==> src/rtl/mem_stage_waitstate.sv <==
// rtl/mem_stage_waitstate.sv - MEM stage with multi-cycle data memory and pipeline freeze (optional MEM_ALIGN_CHECK_EN)
module mem_stage_waitstate #(
    parameter int DATA_W    = 32,
    parameter int DEPTH     = 64,
    parameter int LATENCY   = 3,
    parameter int BASE_ADDR = 1024
) (
    input  logic              clk,
    input  logic              rst,
    input  logic              wb_en_in,
    input  logic              mem_r_en_in,
    input  logic              mem_w_en_in,
    input  logic [DATA_W-1:0] alu_result,
    input  logic [DATA_W-1:0] rm_val,
    input  logic [3:0]        dest_in,
    output logic              wb_en,
    output logic              mem_r_en,
    output logic              mem_w_en,
    output logic [DATA_W-1:0] alu_result_out,
    output logic [DATA_W-1:0] data_memory_out,
    output logic [3:0]        dest,
    output logic              ready,
    output logic              misaligned
);

    localparam int IDX_W = (DEPTH > 1) ? $clog2(DEPTH) : 1;
    localparam int CNT_W = $clog2(LATENCY) + 1;
    localparam logic [CNT_W-1:0] CNT_INIT = CNT_W'((LATENCY > 1) ? LATENCY - 2 : 0);

    localparam logic [1:0] S_IDLE = 2'd0;
    localparam logic [1:0] S_WAIT = 2'd1;
    localparam logic [1:0] S_DONE = 2'd2;

    logic [1:0]        r_state;
    logic [CNT_W-1:0]  r_cnt;
    logic [DATA_W-1:0] r_dmo;
    logic [DATA_W-1:0] r_mem [DEPTH];

    logic [1:0]        w_state_nxt;
    logic [CNT_W-1:0]  w_cnt_nxt;
    logic [DATA_W-1:0] w_offset;
    logic [IDX_W-1:0]  w_idx;
    logic              w_req;
    logic              w_misalign;
    logic              w_start;
    logic              w_commit;
    logic              w_store;
    logic              w_load;
    logic              w_unused;

    // Out-of-range addresses simply wrap onto the memory; there is no bus error.
    assign w_offset = alu_result - DATA_W'(BASE_ADDR);
    assign w_idx    = w_offset[IDX_W+1:2];
    assign w_unused = ^{w_offset[DATA_W-1:IDX_W+2], w_offset[1:0]};

    assign w_req = mem_r_en_in | mem_w_en_in;

`ifdef MEM_ALIGN_CHECK_EN
    assign w_misalign = (r_state == S_IDLE) && w_req && (alu_result[1:0] != 2'b00);
`else
    assign w_misalign = 1'b0;
`endif

    assign w_start  = (r_state == S_IDLE) && w_req && !w_misalign;
    // Commit on the edge that enters DONE, so the stage presents results during DONE.
    assign w_commit = (w_start && (LATENCY == 1)) ||
                      ((r_state == S_WAIT) && (r_cnt == '0));
    assign w_store  = w_commit && mem_w_en_in;
    assign w_load   = w_commit && mem_r_en_in && !mem_w_en_in;

    always_comb begin
        w_state_nxt = r_state;
        w_cnt_nxt   = r_cnt;
        case (r_state)
            S_IDLE: begin
                if (w_start) begin
                    if (LATENCY == 1) begin
                        w_state_nxt = S_DONE;
                    end else begin
                        w_state_nxt = S_WAIT;
                        w_cnt_nxt   = CNT_INIT;
                    end
                end
            end
            S_WAIT: begin
                if (r_cnt == '0) begin
                    w_state_nxt = S_DONE;
                end else begin
                    w_cnt_nxt = r_cnt - 1'b1;
                end
            end
            S_DONE: begin
                w_state_nxt = S_IDLE;
            end
            default: begin
                w_state_nxt = S_IDLE;
            end
        endcase
    end

    always_ff @(posedge clk) begin
        if (!rst) begin
            r_state <= S_IDLE;
            r_cnt   <= '0;
            r_dmo   <= '0;
            for (int i = 0; i < DEPTH; i++) begin
                r_mem[i] <= '0;
            end
        end else begin
            r_state <= w_state_nxt;
            r_cnt   <= w_cnt_nxt;
            if (w_store) begin
                r_mem[w_idx] <= rm_val;
            end
            if (w_load) begin
                r_dmo <= r_mem[w_idx];
            end
        end
    end

    assign ready = !(w_start || (r_state == S_WAIT));

    // WB sees a bubble for every frozen cycle.
    assign wb_en           = wb_en_in & ready;
    assign mem_r_en        = mem_r_en_in;
    assign mem_w_en        = mem_w_en_in;
    assign alu_result_out  = alu_result;
    assign dest            = dest_in;
    assign data_memory_out = r_dmo;
    assign misaligned      = w_misalign;

endmodule

==> config.mk <==
export PLATFORM = sky130hd
export DESIGN_NAME = mem_stage_waitstate
export DESIGN_NICKNAME = d
export VERILOG_FILES = /design/src/rtl/mem_stage_waitstate.sv
export SDC_FILE = /design/constraint.sdc
export NUM_CORES = 2
export LEC_CHECK = 0
export ABC_AREA = 1
export CORE_MARGIN = 2
export CORE_UTILIZATION = 60
export DETAILED_ROUTE_END_ITERATION = 12
export GPL_TIMING_DRIVEN = 0
export HOLD_SLACK_MARGIN = 0.02
export PLACE_DENSITY_LB_ADDON = 0.08
export SETUP_SLACK_MARGIN = 0.15
export SYNTH_ARGS = -nofsm -noshare
export SYNTH_HDL_FRONTEND = slang
export SYNTH_SLANG_ARGS = --single-unit
==> constraint.sdc <==
create_clock -name clk -period 3.8 [get_ports clk]
set_clock_uncertainty 0.05 [all_clocks]
set_input_delay 0.76 -clock clk [delete_from_list [all_inputs] [get_ports clk]]
set_output_delay 0.76 -clock clk [all_outputs]
set_load 0.01 [all_outputs]
==> summary.txt <==
Worst setup path
  – Setup crit end kind: register
  – CP startpoint: alu_result[4]
  – Crit-path slowest cell: a21boi_0
  – CP required: between 4 and 5 ns
  – Worst r2r src: r_cnt[0]$_SDFFE_PN0P_
  – Worst stage delay on the critical path: about 0.63 ns
  – Crit path kind: input port to register
  – WP data arrival: between 4 and 5 ns
  – Crit path max fanout: 10
  – Crit path cell chain: clkdlybuf4s50_1 > inv_1 > buf_2 > clkbuf_4 > clkbuf_2 > nand2_1 > a21boi_0 > nor2_1 > nand3_1 > nand2_1 > inv_1
  – Reg2Reg Depth: 12
  – Type of element launching the critical path: input port

Synthesis
  – Syn Area/Cell: 8.695 sq um
  – Register bit total from synthesis: 2085
  – Area of the mapped netlist: about 0.097 sq mm
  – Synth warn: 0
  – Post-Syn Nets: about 11000
  – Sequential area share after synthesis: between 60% and 70%
  – Yosys cell types: 27
  – Syn Inst Count: approximately 11000

Final layout
  – Synthesis-to-finish area growth: 12.15%
  – Final Instance Area: about 0.11 sq mm
  – Nets: between 10000 and 15000
  – Share of cells above drive strength 1: 6.015%

Power and ir drop
  – Maximum VDD drop: between 500 and 600 uV
  – Lkg Pwr: 48.99 nW
  – Pwr dens: ~480 mW/mm^2

Timing
  – Final Max Tran Viols: 0
  – Final period util: 104.0%
  – Worst Tran Pin Value: about 1.5 ns
  – Setup ws final: -0.1518 ns
  – Final Hold Violating Endpoints: 0
  – Max frequency: ~250 MHz
  – Slew HR: 0.4978%
  – Final Critical Period: ~4.0 ns
  – Setup TNS: -0.3843 ns
  – RSZ-0062 raised after global routing: yes
  – Final setup fails: 14

Hold path
  – Hold path depth: 3
  – Min-delay src: rst
  – Class of the worst hold path: input port to register

Floorplanning
  – Die W: 406.1 microns
  – I/O pin count: between 100 and 150
  – Initial core utilization: 60.43%
  – Die Height: 406.1 microns
  – Total die area: about 0.16 sq mm
  – Placement Rows: between 100 and 150
  – Core area: around 0.16 sq mm

Route
  – Routed Wire Length: around 400000 microns
  – WL/cell: approximately 29 microns
  – Drt initial violations: ~15000
  – Antenna-violating nets left: 0
  – Via count: between 80000 and 90000
  – Drt drc: 0
  – Drt first pass iters: 7
  – Vias per cell: around 6.0

Clocking
  – Clock H-tree levels: 4
  – Worst-path clk slew: ~0.06 ns
  – Clk_lat worst skew: a little under 0.9 ns
  – Number of CTS-inserted buffers: roughly 210
  – CTS tree: done
  – CTS Buffer Depth: 3
  – Root Driver: clkbuf_16
  – Clock Sinks: approximately 2100

Global routing
  – GRT Overall Usage: between 40% and 50%
  – First-pass GRT wire length: roughly 550000 microns
  – Overflow after GRT: 0
  – Antenna violations before repair: 35
  – Vias in the first global route: approximately 76000
  – Largest net degree at the start of global routing: 33

Job
  – Max-capacitance violation count: 1

Placement
  – Pre-CTS setup slack: -2.065 ns
  – Post-Place Cell Area: ~0.10 sq mm
  – IO buf count: 111
  – DP HPWL: just under 300000 microns
  – RePlAce Congestion: between 1 and 1.5

Run status
  – Failing checks: capacitance limit, setup timing
  – Status: finished with violations
kinds of logic after synthesis:
family / Yosys count / synth area share, %
flops: 2085 / 64.14
other cells: 1 / 0.003865
simple gates: 8024 / 31.26
compound gates: 62 / 0.4126
buf+inv: 985 / 4.155
fa+ha+maj: 2 / 0.02579
area by class of cell:
| class | instances | area (sq um) |
|---|---|---|
| Timing Repair Buffer | 148 | 1697 |
| Antenna cell | 21 | 52.55 |
| Clock buffer | 271 | 5674 |
| Inverter | 119 | 446.7 |
| Sequential cell | 2085 | 62240 |
| Tap cell | 2160 | 2703 |
| Buffer | 866 | 3715 |
| Clock inverter | 110 | 967.2 |
| Multi-Input combinational cell | 8089 | 31320 |
| Fill cell | 12996 | 51750 |
worst paths after layout:
kind                                                          to  slack [ns]
worst max register to register       r_mem[25][14]$_SDFFCE_PN0P_        0.04
worst max-delay path            data_memory_out[12]$_SDFFE_PN0P_       -0.15
worst min-delay path                     r_state[0]$_SDFFE_PN0P_        0.27
worst min register to register             r_cnt[1]$_SDFFE_PN0P_        0.45
cells in the mapped netlist (all sizes together):
cell type / number / area share, %
o211ai: 6 / 0.046
nor2: 2140 / 8.3
o31ai: 1 / 0.0077
and3: 1 / 0.0065
dfxtp: 37 / 0.76
edfxtp: 2048 / 63
buf: 241 / 1.3
a21boi: 1 / 0.0077
nor3: 13 / 0.088
or2: 6 / 0.039
conb: 1 / 0.0039
clkbuf: 625 / 2.4
nand3: 50 / 0.26
o21ai: 15 / 0.077
nor4: 6 / 0.11
nand2: 5808 / 22
ha: 2 / 0.026
o21a: 28 / 0.22
inv: 119 / 0.46
a21oi: 11 / 0.057
power by group:
group / switching (W) / internal [W]
Clock: 0.00922 / 0.0115
Sequential: 0.000250 / 0.0260
Combinational: 0.00404 / 0.000972
cell usage in the layout (no fill, tap or decap), drive strengths merged:
cell              n
clkdlybuf4s15     5
o31ai             1
edfxtp         2048
nand2          5808
buf             269
nand3            50
o21ai            15
clkdlybuf4s50   108
nor4              6
or2               6
dfxtp            37
and3              1
dlymetal6s2s      1
a21boi            1
o211ai            6
conb              1
o21a             28
a21oi            11
bufinv           15
nor3             13
ha                2
inv             126
clkinvlp          2
dlygate4sd2       2
nor2           2140
clkbuf          900
diode            21
clkinv           86
routing by layer:
metal	vias up	track usage [%]	part of all wire, %
li1	35823	-	-
met2	6891	67.96	41
met3	1427	16.53	16
met5	-	0	0.049
met4	32	38.85	9.8
met1	39089	59.99	33
state kept, by name, indices dropped and copies added (netlist names):
register,cells
data_memory_out,32
r_cnt,3
r_mem,2048
r_state,2
worst max-delay path, delay by kind of cell:
kind                   cells  cell delay, ns
and+or+nand+nor            4            0.85
AOI/OAI and AO/OA          1            0.63
buffers and inverters      6            2.48
stage by stage:
stage | util, % | instances | total power [W] | hold slack, ns
final | 67.77 | 13869 | 0.05193 | 0.2651
after floorplan | - | 11159 | 0.02900 | 0.4051
after CTS | 67.61 | 13845 | 0.05133 | 0.2139
after global routing | 67.75 | 13855 | 0.05264 | 0.3164
after global placement | 62.80 | 13430 | 0.03123 | 0.4328
after detailed placement | 63.18 | 13452 | 0.03135 | 0.4357
timing repair:
action / in CTS / in global routing
hold buffers: 0 / 0
endpoints found under the setup margin: 2792 / 1454
gates resized for setup: 97 / 98
setup buffers: 12 / 3
pin swaps: 5 / 2
Note: power is estimated with default switching activity, not from simulation.
